`config.mk`:
```
export PLATFORM = sky130hd
export DESIGN_NAME = wb_io_bridge
export DESIGN_NICKNAME = d
export VERILOG_FILES = /design/src/rtl/wb_io_bridge.sv
export SDC_FILE = /design/constraint.sdc
export NUM_CORES = 1
export LEC_CHECK = 0
export BUFFER_PORTS_ARGS = -buffer_cell sky130_fd_sc_hd__clkbuf_2
export CORE_ASPECT_RATIO = 0.75
export CORE_UTILIZATION = 30
export CTS_CLUSTER_SIZE = 25
export DETAILED_ROUTE_END_ITERATION = 12
export HOLD_SLACK_MARGIN = 0.06
export PLACE_DENSITY = 0.66
export SETUP_SLACK_MARGIN = 0.05
export SYNTH_ARGS = -nofsm -noshare
export SYNTH_HDL_FRONTEND = slang
export SYNTH_SLANG_ARGS = --single-unit
```
`constraint.sdc`:
```
create_clock -name wb_clk_i -period 2.3 [get_ports wb_clk_i]
set_input_delay 0.23 -clock wb_clk_i [delete_from_list [all_inputs] [get_ports wb_clk_i]]
set_output_delay 0.23 -clock wb_clk_i [all_outputs]
set_load 0.005 [all_outputs]
```
`src/rtl/wb_io_bridge.sv`:
```
// Wishbone-slave I/O bridge: decodes I/O cycles onto NCH chip selects, generates
// IOR_N/IOW_N strobes with wait states, per-channel ready and a bus timeout.
module wb_io_bridge #(
  parameter int NCH      = 8,
  parameter int CH_LSB   = 4,
  parameter int PAGE_MSB = 9,
  parameter int WAIT     = 1,
  parameter int TIMEOUT  = 15
) (
  input  logic              wb_clk_i,
  input  logic              wb_rst_i,
  input  logic [19:1]       wb_adr_i,
  input  logic [15:0]       wb_dat_i,
  output logic [15:0]       wb_dat_o,
  input  logic [1:0]        wb_sel_i,
  input  logic              wb_we_i,
  input  logic              wb_tga_i,
  input  logic              wb_stb_i,
  input  logic              wb_cyc_i,
  output logic              wb_ack_o,
  output logic [NCH-1:0]    io_cs_n,
  output logic              io_ior_n,
  output logic              io_iow_n,
  output logic              io_adr,
  output logic [1:0]        io_sel,
  output logic [15:0]       io_dat_o,
  input  logic [16*NCH-1:0] io_dat_i,
  input  logic [NCH-1:0]    io_rdy_i,
  output logic              err_o
);

  localparam int CHW = $clog2(NCH);
  localparam int PG_LSB = CH_LSB + CHW;
  localparam int TW = $clog2(TIMEOUT + 1);
  localparam logic [3:0] WAIT_C = 4'(WAIT);
  localparam logic [TW-1:0] TMO_LAST = TW'(TIMEOUT - 1);

  typedef enum logic [1:0] {IDLE, SETUP, STROBE, ACK} state_t;
  state_t state_reg, state_next;

  logic [CHW-1:0] ch_reg, ch_next;
  logic           we_reg, we_next;
  logic           adr_reg, adr_next;
  logic [1:0]     sel_reg, sel_next;
  logic [15:0]    wdat_reg, wdat_next;
  logic [15:0]    rdat_reg, rdat_next;
  logic           err_reg, err_next;
  logic [3:0]     wait_cnt_reg, wait_cnt_next;
  logic [TW-1:0]  tmo_cnt_reg, tmo_cnt_next;
  logic [NCH-1:0] cs_n_reg, cs_n_next;
  logic           ior_n_reg, ior_n_next;
  logic           iow_n_reg, iow_n_next;
  logic           ack_reg, ack_next;

  logic           req;
  logic           page_miss;
  logic [CHW-1:0] ch_sel;
  logic [NCH-1:0] cs_dec;
  logic [15:0]    ch_dat [NCH];
  logic           rdy_sel;
  logic           wait_done;
  logic           tmo_hit;
  logic           unused_adr;

  assign req       = wb_cyc_i & wb_stb_i & wb_tga_i;
  assign ch_sel    = wb_adr_i[CH_LSB +: CHW];
  assign rdy_sel   = io_rdy_i[ch_reg];
  assign wait_done = (wait_cnt_reg == WAIT_C);
  assign tmo_hit   = (tmo_cnt_reg == TMO_LAST);
  assign unused_adr = ^wb_adr_i;

  // Any set bit in the page field above the channel index marks an unmapped port.
  generate
    if (PAGE_MSB >= PG_LSB) begin : g_page
      assign page_miss = |wb_adr_i[PAGE_MSB:PG_LSB];
    end else begin : g_nopage
      assign page_miss = 1'b0;
    end
  endgenerate

  generate
    for (genvar gi = 0; gi < NCH; gi++) begin : g_ch
      assign cs_dec[gi] = (ch_sel == CHW'(gi));
      assign ch_dat[gi] = io_dat_i[16*gi +: 16];
    end
  endgenerate

  always_ff @(posedge wb_clk_i) begin
    if (wb_rst_i) state_reg <= IDLE;
    else          state_reg <= state_next;
  end

  // Dropping wb_cyc_i abandons the access and wins over a same-cycle completion.
  always_comb begin
    state_next = state_reg;
    case (state_reg)
      IDLE:   if (req) state_next = page_miss ? ACK : SETUP;
      SETUP:  state_next = wb_cyc_i ? STROBE : IDLE;
      STROBE: begin
        if (!wb_cyc_i)                  state_next = IDLE;
        else if (wait_done && rdy_sel)  state_next = ACK;
        else if (tmo_hit)               state_next = ACK;
      end
      default: state_next = IDLE;
    endcase
  end

  always_comb begin
    ch_next       = ch_reg;
    we_next       = we_reg;
    adr_next      = adr_reg;
    sel_next      = sel_reg;
    wdat_next     = wdat_reg;
    rdat_next     = rdat_reg;
    err_next      = err_reg;
    wait_cnt_next = wait_cnt_reg;
    tmo_cnt_next  = tmo_cnt_reg;
    case (state_reg)
      IDLE: begin
        if (req && page_miss) begin
          rdat_next = 16'hFFFF;
          err_next  = 1'b1;
        end else if (req) begin
          ch_next   = ch_sel;
          we_next   = wb_we_i;
          adr_next  = wb_adr_i[1];
          sel_next  = wb_sel_i;
          wdat_next = wb_dat_i;
        end
      end
      SETUP: begin
        wait_cnt_next = '0;
        tmo_cnt_next  = '0;
      end
      STROBE: begin
        if (wb_cyc_i) begin
          wait_cnt_next = wait_done ? wait_cnt_reg : wait_cnt_reg + 4'd1;
          tmo_cnt_next  = tmo_cnt_reg + TW'(1);
          if (wait_done && rdy_sel) begin
            if (!we_reg) rdat_next = ch_dat[ch_reg];
          end else if (tmo_hit) begin
            rdat_next = 16'hFFFF;
            err_next  = 1'b1;
          end
        end
      end
      default: ;
    endcase

    // Chip select is held through ACK so the peripheral sees stable address/data.
    if (state_next == IDLE)
      cs_n_next = '1;
    else if (state_reg == IDLE)
      cs_n_next = (state_next == SETUP) ? ~cs_dec : '1;
    else
      cs_n_next = cs_n_reg;

    ior_n_next = !((state_next == STROBE) && !we_next);
    iow_n_next = !((state_next == STROBE) && we_next);
    ack_next   = (state_next == ACK);
  end

  always_ff @(posedge wb_clk_i) begin
    if (wb_rst_i) begin
      ch_reg       <= '0;
      we_reg       <= 1'b0;
      adr_reg      <= 1'b0;
      sel_reg      <= '0;
      wdat_reg     <= '0;
      rdat_reg     <= '0;
      err_reg      <= 1'b0;
      wait_cnt_reg <= '0;
      tmo_cnt_reg  <= '0;
      cs_n_reg     <= '1;
      ior_n_reg    <= 1'b1;
      iow_n_reg    <= 1'b1;
      ack_reg      <= 1'b0;
    end else begin
      ch_reg       <= ch_next;
      we_reg       <= we_next;
      adr_reg      <= adr_next;
      sel_reg      <= sel_next;
      wdat_reg     <= wdat_next;
      rdat_reg     <= rdat_next;
      err_reg      <= err_next;
      wait_cnt_reg <= wait_cnt_next;
      tmo_cnt_reg  <= tmo_cnt_next;
      cs_n_reg     <= cs_n_next;
      ior_n_reg    <= ior_n_next;
      iow_n_reg    <= iow_n_next;
      ack_reg      <= ack_next;
    end
  end

  assign wb_dat_o = rdat_reg;
  assign wb_ack_o = ack_reg;
  assign io_cs_n  = cs_n_reg;
  assign io_ior_n = ior_n_reg;
  assign io_iow_n = iow_n_reg;
  assign io_adr   = adr_reg;
  assign io_sel   = sel_reg;
  assign io_dat_o = wdat_reg;
  assign err_o    = err_reg;

endmodule
```
### After elaboration in Yosys (flattened, before gate mapping)

Index checks and enable logic that the tools add are counted.
W data, S select, Z words.

| word-level totals | value |
|---|---|
| memories kept | 0 |
| memory bits (writable) | 0 |
| bits of input ports | 179 |
| bits in latches | 0 |
| bits in read-only memories | 0 |
| flip-flop bits (word level) | 61 |
| output and inout bits | 47 |

| cells by class | value |
|---|---|
| multiply operators | 0 |
| div/mod/pow operators | 0 |
| reduce and logical (&&, ||, !) cells | 19 |
| shift-type cells | 0 |
| $lt $le $gt $ge | 2 |
| $add $sub $neg | 2 |
| multiplexer cells | 32 |
| bitwise gates (word level) | 5 |
| eq/ne operators | 21 |

Operator list:

| operator | number |
|---|---|
| $mux W16 | 7 |
| $bmux W16 S3 | 1 |
| $pmux W16 S2 | 1 |
| $pmux W4 S2 | 2 |
| $eq A3 B3 Y1 const B | 4 |
| $mux W2 | 6 |
| $mux W4 | 3 |
| $ne A2 B2 Y1 const B | 5 |
| $reduce_and A5 Y1 | 2 |
| $add A4 B1 Y4 const B | 2 |
| $mux W1 | 8 |
| $mux W8 | 1 |
| $not A8 Y8 | 1 |
| $eq A2 B2 Y1 const B | 3 |
| $eq A3 B2 Y1 const B | 2 |
| $ne A3 B3 Y1 const B | 2 |
| $pmux W2 S3 | 1 |
| $reduce_and A3 Y1 | 2 |
| $eq A2 B1 Y1 const B | 2 |
| $eq A4 B1 Y1 const B | 1 |
| $eq A4 B4 Y1 const B | 1 |
| $ge A4 B4 Y1 const B | 1 |
| $logic_and A1 B1 Y1 | 4 |
| $logic_not A2 Y1 | 2 |
| 13 further kinds | 17 |

### Depth between registers and ports, before layout

| depth | value |
|---|---|
| depth in word-level cells | 9 |
| mapped depth | 8 |
| mapped depth without buffers | 7 |

### Worst setup path after synthesis

No wires, ideal clock.

| path | value |
|---|---|
| path kind | register to register |
| start | register ch_reg[1] |
| end | register rdat_reg[10] (netlist: wb_dat_o[10]) |
| buffers on the path | 2 |
| slack | 0.418 ns |
| required time | 2.155 ns |
| period minus slack after synthesis | 1.882 ns |
| arrival time | 1.737 ns |
| setup time | 0.145 ns |
| stages on the path, launching flop included | 8 |
| cells stage by stage | dfxtp_1 -> buf_6 -> mux2_4 -> o31a_4 -> a41o_1 -> o21ai_4 -> buf_6 -> a221oi_2 |

| on the way | value |
|---|---|
| cells in the longest elaborated chain, start to end | 8 |
| elaborated cells on any way between the ends | 14 |

Ends and longest elaborated chain:

| item | RTL line | text |
|---|---|---|
| start, declared | 41 | `logic [CHW-1:0] ch_reg, ch_next;` |
| start signal, assigned | 179 | `ch_reg <= ch_next;` |
| $not A3 Y4 (not written as such) | 140 | `if (!we_reg) rdat_next = ch_dat[ch_reg];` |
| $bmux W16 S3 | 140 |  |
| $mux W16 (not written as such) (2 in series) | 140 |  |
| $mux W16 | 140 |  |
| $mux W16 | 139 | `if (wait_done && rdy_sel) begin` |
| $mux W16 | 136 | `if (wb_cyc_i) begin` |
| $pmux W16 S2 | 118 | `case (state_reg)` |
| end signal, assigned | 184 | `rdat_reg <= rdat_next;` |
| end, declared | 46 | `logic [15:0] rdat_reg, rdat_next;` |

Several ways; a longest one is shown, not always the timed one. The select of a mux whose other input is x is not followed.
A chain may end at the register's enable or synchronous reset.

### Worst setup path in the final report

| path | value |
|---|---|
| start | register wait_cnt_reg[0] |
| end | register rdat_reg[2] (netlist: wb_dat_o[2]) |

| on the way | value |
|---|---|
| cells in the longest elaborated chain, start to end | 5 |
| elaborated cells on any way between the ends | 8 |

Ends and longest elaborated chain:

| item | RTL line | text |
|---|---|---|
| start, declared | 48 | `logic [3:0] wait_cnt_reg, wait_cnt_next;` |
| start signal, assigned | 186 | `wait_cnt_reg <= wait_cnt_next;` |
| $eq A4 B1 Y1 (*) | 68 | `assign wait_done = (wait_cnt_reg == WAIT_C);` |
| $logic_and A1 B1 Y1 (*) | 139 |  |
| $mux W16 | 139 |  |
| $mux W16 | 136 |  |
| $pmux W16 S2 | 118 |  |

Every way passes the cells marked *; elsewhere a longest branch is shown, timed or not. The select of a mux whose other input is x is not followed.

==> results by group <==
STA
  – Fin Setup TNS: 0 ns
  – Minimum clock period: 1.940 ns
  – Max-slew violation count: 0
  – Worst-margin pin slew: 0.5659 ns
  – Slew margin rel.: 0.6214
  – Hold violation count in the final report: 0
  – RSZ-0062 raised after global routing: no
  – Final setup violation count: 0
  – Ratio of final minimum period to clock period: 0.8435
  – Post-Route Skew: 0.003177 ns
  – Max Fclk: 515.5 MHz

Critical path
  – CP top delay family: compound AO/OA/AOI/OAI gates
  – Crit path max fanout: 5
  – CP max stage cell: dfxtp_1
  – Worst path cell trace: ha_1 > nor3b_1 > o31a_4 > a41o_1 > o21ai_4 > buf_4 > a221oi_1
  – Element type at the critical path end: flip-flop
  – Startpoint types: flip-flop
  – Max incr delay on CP: 0.39 ns
  – Worst EP arrival: 2.16 ns
  – Worst path required time: 2.52 ns
  – Critical path buffers and inverters: 1
  – CP Class: reg -> reg

Yosys
  – Compound-Gate Fraction of Synth Area: 0.1668
  – XOR/XNOR Fraction of Synth Area: 0.002517
  – Synth warn: 0
  – Syn nets: 528
  – Distinct cells, synth: 43
  – Largest family of logic cells by synthesized area: multiplexers
  – Post-Synthesis Cells: 345
  – Mux share of post-synthesis cell area: 0.2726
  – Synthesized area per cell: 10.09 sq um
  – Synthesized area: 3480 sq um
  – Post-synthesis adder-cell area fraction: 0.01438
  – Post-synthesis simple-gate area fraction: 0.1341
  – Seq/Total Area, Yosys: 0.3510
  – Number of synthesized register bits: 61

Power and ir drop
  – Pwr Total: 0.002722 W
  – VDD IR max: 554.4 uV
  – Power density over cell area: 543.1 nW/um^2
  – Pleak: 2.215 nW

Final layout
  – Ant. Diodes: 0
  – Synth-to-layout area growth: 44.01%
  – Multi-input gate area: 2061 sq um
  – Final nets: 738
  – Commonest cells after routing, fill and taps aside: clkbuf_2 (213), nand2_1 (62), dfxtp_1 (59), mux4_2 (32), a21oi_1 (29)
  – Share of layout cells above drive strength 1: 0.5188
  – FILL cells: 1062
  – Commonest non-fill, non-tap cell in the layout: clkbuf_2
  – Storage cell area: 1224 sq um

Global route
  – GRT Util Overall: 0.1714
  – Initial antenna violation count: 0
  – Largest net degree at the start of global routing: 33
  – GR Overflow Total: 0
  – Number of global-route vias before repair: 3235
  – First-pass GRT wire length: 16020 um

Clocking
  – CTS tree: done
  – Clock Path Buffers: 2
  – H-tree levels: 3
  – Skew-Pair Late Insertion Delay: 0.32 ns
  – Post_cts resized: 0
  – CTS root buffer: clkbuf_16
  – Clock Sinks: 61
  – Reg clk slew, reported paths: 0.05 ns
  – Num CTS Buffers: 9

Floorplanning
  – Site Rows: 33
  – Core Area: 11110 sq um
  – Die X-Extent: 126.4 um
  – Starting density of the core: 0.3133
  – DIE HEIGHT: 95.27 um
  – DIE AREA: 12040 sq um
  – IO Pins: 226

Routing
  – Detail-routed via count per cell: 4.961
  – Routed Wire Length: 10580 um
  – WL/cell: 15.13 um
  – Routed vias: 3468
  – # DRC: 0
  – Initial DRC count: 164
  – Detail Route Antenna Nets: 0
  – First-pass DRT Iterations: 4

Place
  – DP HPWL: 8376 um
  – Port bufs: 213
  – RD Place Congestion: 0.7792

Job
  – Max Cap Viol: 0

Outcome
  – Status: finished, final reports clean

Worst hold path
  – Worst Hold Class: in -> reg
[repair_timing]
action                                  4_1_cts  5_1_grt
hold buffers                                  0        0
endpoints found under the setup margin        0        6
setup buffers                                 0        2
[worst register-to-register path: stages, from the launching register on]
cell	delay (ns)
dfxtp_1	0.39
ha_1	0.16
nor3b_1	0.29
o31a_4	0.24
a41o_1	0.23
o21ai_4	0.08
buf_4	0.17
a221oi_1	0.28
[metrics by stage]
stage               hold WS, ns  cells  setup WS (ns)  utilization  area, sq um
finish                   0.1290    699         0.3600       0.4512         5011
global route             0.1253    699         0.1844       0.4512         5011
CTS                      0.1155    697         0.1007       0.4487         4984
detailed placement       0.4403    682         0.1156       0.4236         4705
global placement         0.4409    682         0.1449       0.4236         4705
floorplan                0.3660    345         0.4177            -         3480
[where the power goes]
| group | leakage [nW] | switching [W] | internal, W |
|---|---|---|---|
| sequential | 0.496 | 0.0000198 | 0.00109 |
| combinational | 1.58 | 0.000154 | 0.000220 |
| clock | 0.139 | 0.000431 | 0.000809 |
[layout make-up]
cell class / count / area share
Multi-Input combinational cell: 236 / 0.4112
Timing Repair Buffer: 224 / 0.2367
Clock inverter: 1 / 0.0009988
Tap cell: 140 / 0.03496
Clock buffer: 14 / 0.05468
Sequential cell: 61 / 0.2442
Inverter: 23 / 0.01723
[cell families after synthesis]
logic type / after synthesis
fa+ha+maj: 4
compound gates: 74
xor+xnor: 1
simple gates: 103
flops: 61
buf+inv: 48
mux: 54
[routing by layer]
metal  track usage  share of wire
met2        0.2689           0.45
met4       0.04518         0.0077
met1        0.2335           0.47
met5             0              0
met3       0.04545          0.066
[worst paths after layout]
check	slack, ns	start	to	depth (start not counted)
max	0.36	wait_cnt_reg[0]	wb_dat_o[2]	7
min	0.13	wb_dat_i[7]	io_dat_o[7]	3
max reg2reg	0.36	wait_cnt_reg[0]	wb_dat_o[2]	7
min reg2reg	0.44	err_o	err_o	2
[synthesized netlist by cell type, drive strengths merged]
cell    number  area [sq um]
a311oi       1         8.760
o32ai        2         17.52
a41o         1         10.01
a21bo        1         10.01
nand2       62         232.7
mux4        32         720.7
nand4        2         12.51
and2         2         12.51
mux2i       19         190.2
o21ai       10         61.31
nand3b       2         15.01
nor2        10         37.54
ha           4         50.05
buf          8         53.80
inv         23         86.33
nor3         5         30.03
nand2b       6         37.54
a21oi       29         145.1
nor3b        2         15.01
and3         2         12.51
a22oi        3         27.52
mux2         3         37.53
a221oi      16         202.7
clkbuf      17         63.81
dfxtp       61          1221
nor2b        3         18.77
o31a         1         17.52
a31oi        2         27.53
and4bb       1         12.51
o21a         2         15.01
o22ai        6         37.54
nand3        6         30.03
xor2         1         8.760
Note: power is estimated with default switching activity, not from simulation.
